File: config.mk
export PLATFORM = sky130hd
export DESIGN_NAME = seg7_monitor
export DESIGN_NICKNAME = d
export VERILOG_FILES = /design/src/rtl/seg7_monitor.sv
export SDC_FILE = /design/constraint.sdc
export NUM_CORES = 1
export LEC_CHECK = 0
export CAP_MARGIN = 10
export CELL_PAD_IN_SITES_DETAIL_PLACEMENT = 2
export CELL_PAD_IN_SITES_GLOBAL_PLACEMENT = 2
export CORE_MARGIN = 2
export CORE_UTILIZATION = 30
export CTS_BUF_LIST = sky130_fd_sc_hd__clkbuf_2
export CTS_CLUSTER_SIZE = 40
export DETAILED_ROUTE_END_ITERATION = 7
export GPL_ROUTABILITY_DRIVEN = 1
export GPL_TIMING_DRIVEN = 1
export PLACE_DENSITY_LB_ADDON = 0.1
export SLEW_MARGIN = 20
export SYNTH_ARGS = -nofsm -noshare
export SYNTH_HDL_FRONTEND = slang
export SYNTH_SLANG_ARGS = --single-unit
File: constraint.sdc
create_clock -name clk -period 5.8 [get_ports clk]
set_input_delay 0.87 -clock clk [delete_from_list [all_inputs] [get_ports clk]]
set_output_delay 0.87 -clock clk [all_outputs]
set_load 0.02 [all_outputs]
File: src/rtl/seg7_monitor.sv
// seg7_monitor: receive-side observer for a hex-digit 7-segment display bus.
// The active-low segment bus is asynchronous to clk. The block synchronizes
// it, rejects glitches, decodes each stable pattern to a hex digit, checks
// that successive digits step by +1 mod 16, and reports the clk-cycle
// interval between accepted digits.
//
// Optional feature: define SEG7_MON_HIST_EN to add a per-digit histogram
// (ports hist_sel / hist_cnt). When it is undefined those ports and the
// histogram logic are absent.
//
// Ports:
//   clk          system clock
//   rst_n        asynchronous active-low reset
//   seg_in[6:0]  segment bus, bit0=a .. bit6=g, active-low, asynchronous
//   digit[3:0]   last accepted decoded digit
//   digit_valid  one-cycle pulse when a new table digit is accepted
//   pattern_err  one-cycle pulse when a non-table, non-blank pattern is accepted
//   seq_err      one-cycle pulse with digit_valid when digit != previous+1 mod 16
//   interval     clk cycles between the previous and the current accepted digit
//   locked       high while tracking a digit sequence
//   hist_sel     (SEG7_MON_HIST_EN) digit whose histogram count is read
//   hist_cnt     (SEG7_MON_HIST_EN) registered count for hist_sel
module seg7_monitor #(
  parameter int unsigned SYNC_STAGES   = 2,
  parameter int unsigned STABLE_CYCLES = 4,
  parameter int unsigned CNT_W         = 32
) (
  input  logic             clk,
  input  logic             rst_n,
  input  logic [6:0]       seg_in,
  output logic [3:0]       digit,
  output logic             digit_valid,
  output logic             pattern_err,
  output logic             seq_err,
  output logic [CNT_W-1:0] interval,
  output logic             locked
`ifdef SEG7_MON_HIST_EN
  ,
  input  logic [3:0]       hist_sel,
  output logic [15:0]      hist_cnt
`endif
);

  localparam int unsigned SEG_W  = 7;
  localparam int unsigned DIG_W  = 4;
  localparam int unsigned STAB_W = 8;
  localparam int unsigned HIST_W = 16;
  localparam int unsigned NDIG   = 16;

  localparam logic [SEG_W-1:0]  BLANK    = 7'h7F;
  localparam logic [STAB_W-1:0] STAB_MAX = STAB_W'(STABLE_CYCLES - 1);

  typedef enum logic {
    IDLE  = 1'b0,
    TRACK = 1'b1
  } state_t;

  // Decoded result: {hit, digit}; hit is 0 for any pattern outside the table.
  function automatic logic [DIG_W:0] decode(input logic [SEG_W-1:0] pat);
    logic [DIG_W:0] res;
    res = '0;
    unique case (pat)
      7'h40: res = {1'b1, 4'h0};
      7'h79: res = {1'b1, 4'h1};
      7'h24: res = {1'b1, 4'h2};
      7'h30: res = {1'b1, 4'h3};
      7'h19: res = {1'b1, 4'h4};
      7'h12: res = {1'b1, 4'h5};
      7'h02: res = {1'b1, 4'h6};
      7'h78: res = {1'b1, 4'h7};
      7'h00: res = {1'b1, 4'h8};
      7'h10: res = {1'b1, 4'h9};
      7'h08: res = {1'b1, 4'hA};
      7'h03: res = {1'b1, 4'hB};
      7'h46: res = {1'b1, 4'hC};
      7'h21: res = {1'b1, 4'hD};
      7'h06: res = {1'b1, 4'hE};
      7'h0E: res = {1'b1, 4'hF};
      default: res = '0;
    endcase
    return res;
  endfunction

  logic [SEG_W-1:0]  sync_q [SYNC_STAGES];
  logic [SEG_W-1:0]  synced_c;
  logic [SEG_W-1:0]  cand_q;
  logic [SEG_W-1:0]  cand_c;
  logic [STAB_W-1:0] stab_q;
  logic [STAB_W-1:0] stab_c;
  logic [SEG_W-1:0]  acc_q;
  logic              accept_c;
  logic [DIG_W:0]    dec_c;
  logic              dec_hit_c;
  logic [DIG_W-1:0]  dec_digit_c;
  logic              blank_c;
  logic [CNT_W-1:0]  gap_q;
  logic [CNT_W-1:0]  gap_inc_c;
  state_t            state_q;

  // Synchronizer chain; resets to blank so reset never looks like a digit.
  always_ff @(posedge clk or negedge rst_n) begin
    if (!rst_n) begin
      for (int unsigned i = 0; i < SYNC_STAGES; i++) begin
        sync_q[i] <= BLANK;
      end
    end else begin
      sync_q[0] <= seg_in;
      for (int unsigned i = 1; i < SYNC_STAGES; i++) begin
        sync_q[i] <= sync_q[i-1];
      end
    end
  end

  assign synced_c = sync_q[SYNC_STAGES-1];

  // Stability filter: accept fires on the cycle the counter reaches its
  // terminal value, and only for a pattern different from the last accepted.
  always_comb begin
    cand_c   = cand_q;
    stab_c   = stab_q;
    if (synced_c != cand_q) begin
      cand_c = synced_c;
      stab_c = '0;
    end else if (stab_q != STAB_MAX) begin
      stab_c = stab_q + STAB_W'(1);
    end
    accept_c = (stab_c == STAB_MAX) && (cand_c != acc_q);
  end

  assign dec_c       = decode(cand_c);
  assign dec_hit_c   = dec_c[DIG_W];
  assign dec_digit_c = dec_c[DIG_W-1:0];
  assign blank_c     = (cand_c == BLANK);
  assign gap_inc_c   = (gap_q == '1) ? gap_q : gap_q + CNT_W'(1);

  // Candidate, stability count and accepted-pattern registers.
  always_ff @(posedge clk or negedge rst_n) begin
    if (!rst_n) begin
      cand_q <= BLANK;
      stab_q <= '0;
      acc_q  <= BLANK;
    end else begin
      cand_q <= cand_c;
      stab_q <= stab_c;
      if (accept_c) begin
        acc_q <= cand_c;
      end
    end
  end

  // Cycles since the last accept of any kind; saturates at all-ones.
  always_ff @(posedge clk or negedge rst_n) begin
    if (!rst_n) begin
      gap_q <= '0;
    end else if (accept_c) begin
      gap_q <= '0;
    end else begin
      gap_q <= gap_inc_c;
    end
  end

  // Tracking FSM with registered result pulses.
  always_ff @(posedge clk or negedge rst_n) begin
    if (!rst_n) begin
      state_q     <= IDLE;
      locked      <= 1'b0;
      digit       <= '0;
      digit_valid <= 1'b0;
      pattern_err <= 1'b0;
      seq_err     <= 1'b0;
      interval    <= '0;
    end else begin
      digit_valid <= 1'b0;
      pattern_err <= 1'b0;
      seq_err     <= 1'b0;
      if (accept_c) begin
        if (dec_hit_c) begin
          digit       <= dec_digit_c;
          digit_valid <= 1'b1;
          if (state_q == TRACK) begin
            // gap_inc_c is gap+1 with saturation, i.e. the interval.
            interval <= gap_inc_c;
            seq_err  <= (dec_digit_c != DIG_W'(digit + DIG_W'(1)));
          end
          state_q <= TRACK;
          locked  <= 1'b1;
        end else begin
          pattern_err <= !blank_c;
          state_q     <= IDLE;
          locked      <= 1'b0;
        end
      end
    end
  end

`ifdef SEG7_MON_HIST_EN
  logic [HIST_W-1:0] hist_q [NDIG];

  // Per-digit saturating counts, bumped on each registered digit_valid.
  always_ff @(posedge clk or negedge rst_n) begin
    if (!rst_n) begin
      for (int unsigned i = 0; i < NDIG; i++) begin
        hist_q[i] <= '0;
      end
      hist_cnt <= '0;
    end else begin
      if (digit_valid && (hist_q[digit] != '1)) begin
        hist_q[digit] <= hist_q[digit] + HIST_W'(1);
      end
      hist_cnt <= hist_q[hist_sel];
    end
  end
`endif

endmodule

# == Word-level counts from Yosys, hierarchy flattened ==
# Cells that the tools add are included.
# op_classes
add_sub_neg,3
n_eq_ne,22
muxes,13
reduce_logical,5
# op_table
operator,count
$pmux 5 s16,1
$mux 32,2
$eq 7x7->1 const B,5
$add 32x1->32 const B,1
$eq 32x32->1 const B,1
$eq 7x5->1 const B,3
$eq 7x6->1 const B,3
$mux 8,2
$eq 7x2->1 const B,2
$eq 7x4->1 const B,2
$ne 7x7->1,2
$add 8x1->8 const B,1
$eq 8x2->1 const B,1
$ne 8x2->1 const B,1
$eq 7x3->1 const B,1
$logic_not 7->1,1
$mux 1,7
$mux 7,1
$add 4x1->4 const B,1
$ne 4x4->1,1
$reduce_and 3->1,1
$reduce_and 2->1,1
$logic_and 1x1->1,1
$logic_not 1->1,1
# totals
ff_bits,108
input_bits,9
out_inout_bits,40
elab_cells,55

# == Depth between registers and ports, before layout ==
# logic_depth
word_depth,8
ltp_mapped,9
mapped_depth_nobuf,7

# == Worst setup path after synthesis ==
# No wires, ideal clock.
# synth_path
path_type,register -> register
startpoint,register stab_q[5]
endpoint,register digit[1]
setup_ps,125
t_arrival_ps,2427
required_ps,5675
setup_slack_ps,3248
stages_incl_launch_ff,7
n_path_buf,0
synth_period_minus_slack_ps,2552
path_cell_list,dfrtp_1 > or4_4 > nor4b_4 > mux2i_1 > nor4_4 > and2_1 > mux2_2
# synth_between
elab_chain_cells,6
word_cells_on_any_way,7
classes_between,add/sub (1); eq/ne (2); mux (2); reduce/logical (2)
# synth_lines
element,line,rtl
"start, declared",88,logic [STAB_W-1:0] stab_q;
"start signal, assigned",144,stab_q <= stab_c;
$add 8x1->8 / $ne 8x2->1 (equally long branches),"125, 124",
$mux 8 *,124,end else if (stab_q != STAB_MAX) begin
$mux 8 *,121,if (synced_c != cand_q) begin
$eq 8x2->1 *,127,accept_c = (stab_c == STAB_MAX) && (cand_c != acc_q);
$logic_and 1x1->1 *,127,
$reduce_and 2->1 (no line) *,n/a,
"end signal, assigned",178,digit <= dec_digit_c;
"end, declared",31,"output logic [3:0] digit,"
# Mark *: on every way between the ends. The rest lies on a longest branch, timed or not.
# A chain may end at the register's enable or synchronous reset.

# == Worst setup path in the final report ==
# layout_path
startpoint,register sync_q (netlist bit synced_c[0])
endpoint,register interval[12]
# layout_between
elab_chain_cells,5
word_cells_on_any_way,24
classes_between,eq/ne (18); mux (3); reduce/logical (3)
# layout_lines
element,line,rtl
"start, declared",84,logic [SEG_W-1:0] sync_q [SYNC_STAGES];
"start signal, assigned by index",109,sync_q[i] <= sync_q[i-1];
$ne 7x7->1,121,
$mux 7 / $mux 8 (equally long branches),121,
$eq 7x4->1 (tied with other cells),62,unique case (pat)
$pmux 5 s16 / $logic_and 1x1->1 (equally long branches),"62, 127",
$reduce_and 3->1 (no line) *,n/a,
"end signal, assigned",182,interval <= gap_inc_c;
"end, declared",35,"output logic [CNT_W-1:0] interval,"
# Marked as above.

==> out/results.ini <==
[clock_network]
cts.sinks = 108
clockRootBuffer = clkbuf_2
cts.path.max_buffers = 2
cts_tree = built
clock_latency_ps = 610
holdBufCountCts = 0
clkTransAtPathRegs_ps = 280
cts_resized = 0
numCtsBuffers = 9
cts_setup_buffers = 0
cts_max_level = 3

[critical_path]
critPathArrivalTime_ps = 3730
cp_cell_sequence = xor2_1 > nor4_1 > nand4_1 > nor4_4 > nand3_4 > mux2i_1
crit_path_max_incr_delay_ps = 790
cp.depth = 6
critical_path_class = register to register
crit_buf_inv = 0
cp_top_family = simple AND/OR/NAND/NOR gates
crit_fanout = 32
reg2reg_depth = 6
crit_path_end_kind = register
cp-start-kind = register
regToRegSetupSlack_ps = 2590
slowest_stage = dfstp_2
cp.required_ps = 6320

[sta]
fin_crit_sh_pct = 55.36
slew_headroom_pct = 43.63
setup_viol_count_final = 0
rsz0062_at_grt = false
final.setup.tns_ps = 0
fmax_mhz = 311.5
finalWorstPathRequiredPeriod_ps = 3211
tightest_slew_ps = 837.8
finalHoldViolations = 0
fin_skew_ps = 33.32
slew_violations = 0

[floorplanning]
start_util_pct = 30.77
die_x_um = 134.7
rows = 47
die_y_um = 134.7
core_region_area_um2 = 16640
dieArea_um2 = 18130
io_pins = 49

[synthesis]
yosysTopAreaCell = dfrtp_1
syn-cell-area_um2 = 5121
synthMostInstantiatedCell = dfrtp_1
yosysUniqueCellTypes = 48
synth.top_cells.by_count = dfrtp_1 (80), nor2_1 (54), inv_1 (36)
syn_avg_cell_area_um2 = 10.80
async_flop_share_pct = 100.0
synth_edf_count = 0
yosys_warnings = 0
syn-instance-count = 474
synth-seq-cells = 108
synth_top_area_share_pct = 39.09
ys_seq_area_share_pct = 53.46
synth_fp_nets = 486
ys.flop_type = dfrtp_1
synth.area.top_cells = dfrtp_1 (39%), dfstp_2 (14%), mux2i_1 (6.6%), xor2_1 (5.5%), xnor2_1 (4.3%)

[global_route]
grt_start_max_net_pins = 56
grt_pass1_vias = 4048
grt_use_met3_pct = 2.027
antenna_found_initial = 1
grt_pass1_wl_mm = 21.24
grtUsageMet1_pct = 18.74
grt_usage_pct = 14.82
busiest_layer = met2
grt_util_met2_pct = 25.69
overflow = 0

[detailed_routing]
via_per_inst = 4.855
drc = 0
first_pass_iters = 4
totalWireLength_mm = 12.09
detail-route-antenna-nets = 0
dr_total_vias = 3549
avgRoutedWirePerCell_um = 16.54
drt-initial-drc-count = 142

[pwr]
ir_worst_vdd_uv = 103.9
seqPwrFrac_pct = 63.5
intPower_w = 0.0009600
p_per_area_nw_per_um2 = 219.0
power_frac_clock_pct = 30.6
p_comb_share_pct = 5.8
switching_share_pct = 25.64
p_leak_nw = 2.606
p_switching_w = 0.0003310

[layout]
fillers = 1784
seqCellArea_um2 = 2738
fin_nets = 517
drive_above_1_share_pct = 12.75
multi_input_area_um2 = 2121
final_cell_area_um2 = 5896
area_growth_pct = 15.12
layout.cells.non_filler = 731

[placed_design]
dp_cells = 714
gp_congestion = 0.7231
placed_cell_area_um2 = 5756
io_buffers = 48
dp_hpwl_mm = 8.367

[run_status]
status = finished, final reports clean

[hold_path]
hp-class = primary input to asynchronous set/reset pin

[flow_run]
max_cap_viol_count = 0

flip-flops by register name (all words and copies together) (netlist names):
name and count:
locked 1, digit 4, cand_q 7, digit_valid 1, stab_q 8, gap_q 32, acc_q 7, interval 32
sync_q 7, pattern_err 1, synced_c 7, seq_err 1
cells in the final DEF (no fill, tap or decap), types with 3 or more instances in the layout:
cell type and n:
dfrtp_1 80, nor2_1 54, clkdlybuf4s50_1 47, inv_1 36, mux2i_1 34, xor2_1 32
dfstp_2 28, xnor2_1 25, nand2_1 22, nand3_1 20, nand4_1 12, mux2_2 11
clkbuf_2 11, nor3_1 10, and3_1 8, nor4_1 7, or3_1 5, a21oi_1 5
o21ai_0 5, and2_1 4, and4_1 3, o211ai_1 3, o2111ai_1 3, nor4bb_1 3
nor3b_1 3, ha_1 3, buf_4 3
cell families after synthesis:
| kind of cell | Yosys count | synth area share [%] |
|---|---|---|
| simple gates | 168 | 17.81 |
| flops | 108 | 53.46 |
| buf+inv | 66 | 5.375 |
| xor+xnor | 57 | 9.748 |
| mux | 45 | 9.064 |
| compound gates | 27 | 3.811 |
| fa+ha+maj | 3 | 0.7330 |
routing by layer:
layer	vias up	part of all wire [%]
li1	1654	-
met1	1842	45
met2	38	51
met3	15	1.9
met4	0	2.0
met5	-	0
power groups by stage:
stage          clock network, W  registers [W]  logic [W]
5_1_grt                0.000447       0.000826  0.0000884
3_5_place_dp                  0       0.000832  0.0000777
6_report               0.000396       0.000820  0.0000755
4_1_cts                0.000420       0.000821  0.0000785
3_3_place_gp                  0       0.000829  0.0000751
2_1_floorplan                 0       0.000813  0.0000546
final timing paths:
| path | from | to |
|---|---|---|
| max | synced_c[0] | interval[12] |
| min | rst_n | interval[6] |
| max reg2reg | synced_c[0] | interval[12] |
| min reg2reg | sync_q[11] | synced_c[4] |
| max in group asynchronous | rst_n | interval[31] |
| min in group clk | sync_q[11] | synced_c[4] |
metrics by stage:
step	hold slack (ps)	setup WS, ps	power [W]	util, %
after floorplan	345.2	3248	0.0008675	-
after global placement	347.3	2601	0.0009037	34.58
after detailed placement	347.2	2519	0.0009096	34.58
after CTS	241.2	2466	0.001320	35.37
after global routing	261.0	2116	0.001361	35.43
final	282.3	2589	0.001291	35.43
final cells by class:
| type | count | share of cell area (%) |
|---|---|---|
| flip-flops and latches | 108 | 46.43 |
| clock buffers | 11 | 0.9338 |
| multi-input cells | 300 | 35.97 |
| diodes | 1 | 0.04244 |
| well taps | 220 | 4.669 |
| inverters | 36 | 2.292 |
| clock inverters | 5 | 1.295 |
| repair buffers | 50 | 8.362 |
Note: power is estimated with default switching activity, not from simulation.
